File: config.mk
export PLATFORM = sky130hd
export DESIGN_NAME = muldiv_unit
export DESIGN_NICKNAME = d
export VERILOG_FILES = /design/src/rtl/muldiv_unit.sv
export SDC_FILE = /design/constraint.sdc
export NUM_CORES = 2
export LEC_CHECK = 0
export ABC_AREA = 1
export CAP_MARGIN = 20
export CORE_ASPECT_RATIO = 1.1
export CORE_UTILIZATION = 40
export CTS_CLUSTER_DIAMETER = 30
export DETAILED_ROUTE_END_ITERATION = 7
export PLACE_DENSITY = 0.59
export SLEW_MARGIN = 10
export SYNTH_ARGS = -nofsm -noshare
export SYNTH_HDL_FRONTEND = slang
export SYNTH_SLANG_ARGS = --single-unit
File: constraint.sdc
create_clock -name clk -period 5 [get_ports clk]
set_clock_uncertainty 0.15 [all_clocks]
set_input_delay 1.25 -clock clk [delete_from_list [all_inputs] [get_ports clk]]
set_output_delay 1.25 -clock clk [all_outputs]
set_load 0.02 [all_outputs]
File: src/rtl/muldiv_unit.sv
// muldiv_unit: RV32M execute-stage controller; multiplies locally, sequences the external divider,
// and resolves divide-by-zero / signed-overflow without it.
module muldiv_unit #(
    parameter int MUL_PIPE = 1
) (
    input  logic        clk,
    input  logic        reset_n,
    input  logic        req_valid,
    output logic        req_ready,
    input  logic [2:0]  req_op,
    input  logic [31:0] req_rs1,
    input  logic [31:0] req_rs2,
    input  logic        flush,
    output logic        rsp_valid,
    input  logic        rsp_ready,
    output logic [31:0] rsp_result,
    output logic        div_start,
    output logic        div_sign,
    output logic [31:0] div_dividend,
    output logic [31:0] div_divisor,
    input  logic [31:0] div_quotient,
    input  logic [31:0] div_remainder,
    input  logic        div_busy
);
    typedef enum logic [2:0] {IDLE, MUL, DIV_WAIT, DRAIN, RESP} state_t;
    state_t      state;
    logic [2:0]  op;
    logic [63:0] prod;
    logic [1:0]  cnt;
    logic        accept, div_zero, div_ovf;
    logic [63:0] a_ext, b_ext, full;

    assign req_ready    = reset_n && state == IDLE && !flush;
    assign accept       = req_valid && req_ready;
    assign div_zero     = req_rs2 == 32'd0;
    assign div_ovf      = !req_op[0] && req_rs1 == 32'h8000_0000 && req_rs2 == 32'hFFFF_FFFF;
    assign div_start    = accept && req_op[2] && !div_zero && !div_ovf;
    assign div_sign     = ~req_op[0];
    assign div_dividend = req_rs1;
    assign div_divisor  = req_rs2;
    // Extending both operands to 64 bits makes the low 64 product bits correct for every signedness mix
    assign a_ext = {{32{req_op != 3'd3 && req_rs1[31]}}, req_rs1};
    assign b_ext = {{32{!req_op[1] && req_rs2[31]}}, req_rs2};
    assign full  = a_ext * b_ext;

    always_ff @(posedge clk or negedge reset_n) begin
        if (!reset_n) begin
            state      <= IDLE;
            op         <= 3'd0;
            prod       <= 64'd0;
            cnt        <= 2'd0;
            rsp_valid  <= 1'b0;
            rsp_result <= 32'd0;
        end else if (flush) begin
            // The divider cannot abort, so a killed divide must drain before the unit reopens
            state     <= (state == DIV_WAIT || (state == DRAIN && div_busy)) ? DRAIN : IDLE;
            rsp_valid <= 1'b0;
        end else begin
            case (state)
                IDLE: if (accept) begin
                    op  <= req_op;
                    cnt <= 2'd0;
                    if (!req_op[2]) begin
                        prod  <= full;
                        state <= MUL;
                    end else if (div_zero || div_ovf) begin
                        rsp_result <= div_zero ? (req_op[1] ? req_rs1 : 32'hFFFF_FFFF)
                                               : (req_op[1] ? 32'd0 : 32'h8000_0000);
                        rsp_valid  <= 1'b1;
                        state      <= RESP;
                    end else begin
                        state <= DIV_WAIT;
                    end
                end
                MUL: if (cnt == 2'(MUL_PIPE - 1)) begin
                    rsp_result <= op == 3'd0 ? prod[31:0] : prod[63:32];
                    rsp_valid  <= 1'b1;
                    state      <= RESP;
                end else begin
                    cnt <= cnt + 2'd1;
                end
                DIV_WAIT: if (!div_busy) begin
                    rsp_result <= op[1] ? div_remainder : div_quotient;
                    rsp_valid  <= 1'b1;
                    state      <= RESP;
                end
                DRAIN: if (!div_busy) state <= IDLE;
                RESP: if (rsp_ready) begin
                    rsp_valid <= 1'b0;
                    state     <= IDLE;
                end
                default: state <= IDLE;
            endcase
        end
    end
endmodule

# After elaboration in Yosys (flattened, before gate mapping)
# Index checks and enable logic that the tools add are counted.
# word_totals
regBits	105
latchBits	0
romBits	0
n_memories	0
mem_bits_rw	0
elab_cells	94
output_inout_bits	100
inputBits	137
# op_classes
div	0
mul	1
n_eq_ne	20
n_mux	32
n_addsub	1
n_lt_le_gt_ge	0
n_reduce_logical	31
n_shift	0
bitwise	3
# ops
operator	count
$mux W32	10
$pmux W32 S3	1
$eq A32 B32 Y1 const B	2
$mul A33 B33 Y64	1
$logic_not A32 Y1	1
$mux W3	8
$ne A3 B3 Y1 const B	6
$pmux W3 S5	1
$reduce_and A7 Y1	2
$logic_and A1 B1 Y1	11
$ne A2 B2 Y1 const B	5
$reduce_and A4 Y1	2
$mux W1	7
$eq A3 B2 Y1 const B	2
$logic_not A3 Y1	2
$mux W2	3
$ne A3 B2 Y1 const B	2
$logic_not A1 Y1	5
$reduce_and A5 Y1	1
$reduce_bool A5 Y1	1
$pmux W1 S4	1
$pmux W2 S2	1
$eq A3 B1 Y1 const B	1
$eq A3 B3 Y1 const B	1
8 further kinds	11

# Longest topological paths before layout
# logic_depth
word_depth	9
mapped_depth	35
depth_no_buf	33

# Worst setup path before layout
# Ideal clock, no wire load.
# synth_path
kind	input-to-reg
startpoint	input port req_op[2]
endpoint	register prod[61]
path_stages	31
setup_slack_ns	-3.817
setup_ns	0.118
arrival_time_ns	8.549
n_path_buf	1
t_required_ns	4.732
path_cell_list	inv_1 -> nand3_1 -> nand2_1 -> clkbuf_1 -> nor2_1 -> fa_1 -> fa_1 -> fa_1 -> inv_1 -> fa_1 -> inv_1 -> fa_1 -> fa_1 -> fa_1 -> inv_1 -> fa_1 -> inv_1 -> ha_1 -> nand2_1 -> nor2_1 -> inv_1 -> nor2_1 -> inv_1 -> nor2_1 -> inv_1 -> nor3_1 -> nand2_1 -> nand2_1 -> nand2_1 -> nand3_1 -> nand2_1
# synth_between
elab_chain_cells	3
elab_cells_between_ends	5
cone_classes	1 x mul; 1 x eq/ne; 1 x bitwise; 2 x reduce/logical
# synth_rtl
element	line	rtl
from (decl)	10	input logic [2:0] req_op,
$ne A3 B2 Y1	42	assign a_ext = {{32{req_op != 3'd3 && req_rs1[31]}}, req_rs1};
$logic_and A1 B1 Y1	42	
$mul A33 B33 Y64	44	assign full = a_ext * b_ext;
to (signal assigned)	64	prod <= full;
to (decl)	28	logic [63:0] prod;
# Parallel ways exist; a longest one is shown, timed or not.
# A chain may end at the register's enable or synchronous reset.

# Worst setup path after layout
# layout_path
startpoint	input port req_op[2]
endpoint	register prod[59]
# The elaborated chain is that of the path after synthesis.

==> metrics.csv <==
stage,metric,value,unit
routing,DRT Pass-1 Iters,6,
die,area of the core,0.115,mm²
routing,via count,41100,
yosys,count of different cell masters after synthesis,41,
status,violated checks,negative setup slack,
placed_design,placed wire-length estimate,136000,µm
routing,wire per inst,20.2,µm
clocking,CTS Sinks,105,
clocking,clk_lat worst skew,360,ps
yosys,post-synthesis compound-gate area fraction,4.04,%
layout,layout cells sized above 1,26.9,%
setup_path,Setup crit start kind,input pin,
grt,vias in the first global route,43800,
die,Rows,130,
routing,routed wire length,167000,µm
yosys,Synth Net Count,7484,
yosys,XOR/XNOR share of the synthesized area,0.416,%
setup_path,Max Fanout on Critical Path,7,
placed_design,Cells after DPL,8008,
layout,filler-free cell count of the finished design,8252,
timing,final setup margin,-2860,ps
status,status,"complete, but fails checks",
die,Die Area,0.117,mm²
hold_path,Hold Crit Class,flop to flop,
yosys,Post-Synth Simple-Gate Area,18.0,%
timing,Slew @ Worst Pin,914,ps
grt,initial antenna violation count,6,
timing,Fmax,127,MHz
grt,largest net degree at the start of global routing,75,
yosys,Syn Inst Count,6009,
clocking,CTS tree,done,
setup_path,CP max-delay cell,fa_2,
die,die width,326,µm
die,initial core utilization,40.5,%
timing,unrepaired setup endpoints after global routing,yes,
yosys,combinational family with the most area after synthesis,adder cells,
setup_path,"most used cell, CP",fa_1,
setup_path,"Arr. time, crit path",7970,ps
die,die height,359,µm
grt,GRT overflow,0,
placed_design,Port Buffers,236,
timing,final setup vio count,58,
routing,final antenna-violating net count,0,
timing,final hold violations,0,
timing,final slew viol count,0,
layout,layout net count,8202,
timing,clock period minus final worst setup slack,7860,ps
yosys,mux contribution to synthesized area,0,%
clocking,hold-fix buffers at CTS,0,
timing,Hold Slack,328,ps
routing,post-DR vias/cell,4.98,
placed_design,"worst slack, placed",-3770,ps
setup_path,Worst setup EP type,flop,
die,# IOs,237,
layout,area added between synthesis and finish,34.8,%
grt,first-pass GRT wire length,260000,µm
yosys,sequential-to-total area share from yosys stat,5.67,%
timing,crit share post-route,157,%
placed_design,RePlAce Congestion,0.941,
yosys,Syn. warnings,0,
setup_path,worst setup path class,input pin to flop,
setup_path,crit-path max cell delay,670,ps
timing,normalized max-slew margin,39.0,%
grt,overall routing resource usage,29.2,%
yosys,Yosys reg bits,105,
routing,# DRC,0,
clocking,Worst-path clk slew,80,ps
yosys,adder-cell share of the synthesized area,54.4,%
clocking,Max H-tree Level,3,
clocking,Clock Tree Buf Depth,2,
setup_path,Required @ worst endpoint,5110,ps
run,max cap viols,0,
routing,Iter 0 DRT Violations,2815,
yosys,synthesized cell area,0.0463,mm²
clocking,CTS Buf Count,9,
yosys,syn_area_per_cell,7.71,µm²
clocking,Root Buffer,clkbuf_16,
## cell usage after synthesis
library cell	instances	area, µm²
inv_1	1694	6360
nand2_1	1694	6360
fa_1	1125	22500
clkbuf_1	296	1110
nor2_1	239	897
ha_1	213	2670
a21oi_1	139	696
nand3_1	125	626
dfrtp_1	105	2630
o21ai_0	101	505
buf_4	64	480
o211ai_1	31	233
nand4_1	29	181
xnor2_1	21	184
o21ai_1	18	90.1
o21ai_2	14	123
inv_2	13	48.8
o21bai_1	13	97.6
nand3b_1	10	75.1
or2_2	10	62.6
buf_2	7	35.0
nor3_1	7	35.0
a31oi_1	5	31.3
buf_6	5	56.3
nor4_1	5	31.3
nor2_2	4	25.0
o31ai_1	3	22.5
a21o_1	2	15.0
a22oi_1	2	15.0
nand2_2	2	12.5
nor2_4	2	22.5
o21a_1	2	15.0
a21boi_0	1	7.51
a32o_1	1	10.0
buf_1	1	3.75
clkinv_1	1	3.75
nand3_2	1	10.0
nor3b_1	1	7.51
o21ba_2	1	10.0
or2_1	1	6.26
xor2_1	1	8.76
## cell usage in the layout, fill, tap and decap left out, types with 32 or more instances in the layout
| cell type | synthesis | routed |
|---|---|---|
| ha_4 | 0 | 85 |
| inv_1 | 1694 | 1515 |
| nor2_1 | 239 | 138 |
| buf_6 | 5 | 136 |
| a21oi_1 | 139 | 79 |
| nand2_2 | 2 | 131 |
| nand2_1 | 1694 | 1476 |
| a21oi_2 | 0 | 32 |
| buf_12 | 0 | 123 |
| o21ai_0 | 101 | 45 |
| nor2_4 | 2 | 76 |
| fa_1 | 1125 | 1042 |
| clkdlybuf4s50_1 | 0 | 167 |
| ha_1 | 213 | 125 |
| inv_2 | 13 | 177 |
| nand2_4 | 0 | 74 |
| buf_4 | 64 | 582 |
| nand3_2 | 1 | 41 |
| dfrtp_1 | 105 | 105 |
| fa_2 | 0 | 83 |
| o21ai_1 | 18 | 52 |
| nand3_1 | 125 | 71 |
## kinds of logic (layout without fill, tap and decap cells)
group           Yosys count  in the layout
compound gates          333            333
other cells               0              2
simple gates           2130           2130
fa+ha+maj              1338           1338
xor+xnor                 22             22
flops                   105            105
buf+inv                2081           2804
## metal layers
metal  share of wire, %  track usage [%]  vias to the layer above
li1                   -                -                    18300
met1                 40             38.4                    21100
met2                 50             50.6                     1354
met3                5.4             2.12                      290
met4                4.4             10.0                        2
met5             0.0066                0                        -
## through the flow
step | cell area (µm²) | setup TNS, ps | util [%]
floorplan | 49200 | -123870 | -
global placement | 55700 | -190040 | 48.6
detailed placement | 55700 | -190650 | 48.7
CTS | 61200 | -135240 | 53.5
global route | 62500 | -147750 | 54.5
finish | 62500 | -137720 | 54.5
## final timing paths
path | to | start | depth (start not counted) | slack (ps)
max | prod[59] | req_op[2] | 32 | -2860
min | prod[27] | prod[27] | 2 | 330
max reg2reg | rsp_result[11] | state[1] | 12 | 2130
min reg2reg | prod[27] | prod[27] | 2 | 330
max in group asynchronous | prod[24] | reset_n | 3 | 2560
min in group asynchronous | rsp_result[31] | reset_n | 2 | 900
## sequential cells by signal, summed over array words and instances, names as in the netlist
signal,count
cnt,2
prod,64
rsp_result,32
state,3
rsp_valid,1
op,3
## critical path, delay by kind of cell
kind	cells	cell delay (ps)
AND/OR/NAND/NOR	11	1050
adder cells (fa/ha/maj)	9	4620
buffers and inverters	12	1020
## layout make-up
cell class / count / area [µm²]
fill: 10500 / 52000
multi-input combinational: 3823 / 39900
timing repair buffer: 1080 / 11300
inverter: 1708 / 6460
sequential: 105 / 2630
tap: 1518 / 1900
clock buffer: 9 / 225
clock inverter: 7 / 67.6
antenna: 2 / 5.00
## what timing repair did
action	CTS	global route
endpoints found under the setup margin	60	58
buffers inserted	182	43
cloned	20	0
resized for setup	973	267
pin swaps	459	291
Power is left out: the tool's default activity adds up to more than one toggle a clock period on the data nets, which glitch-free logic cannot reach.
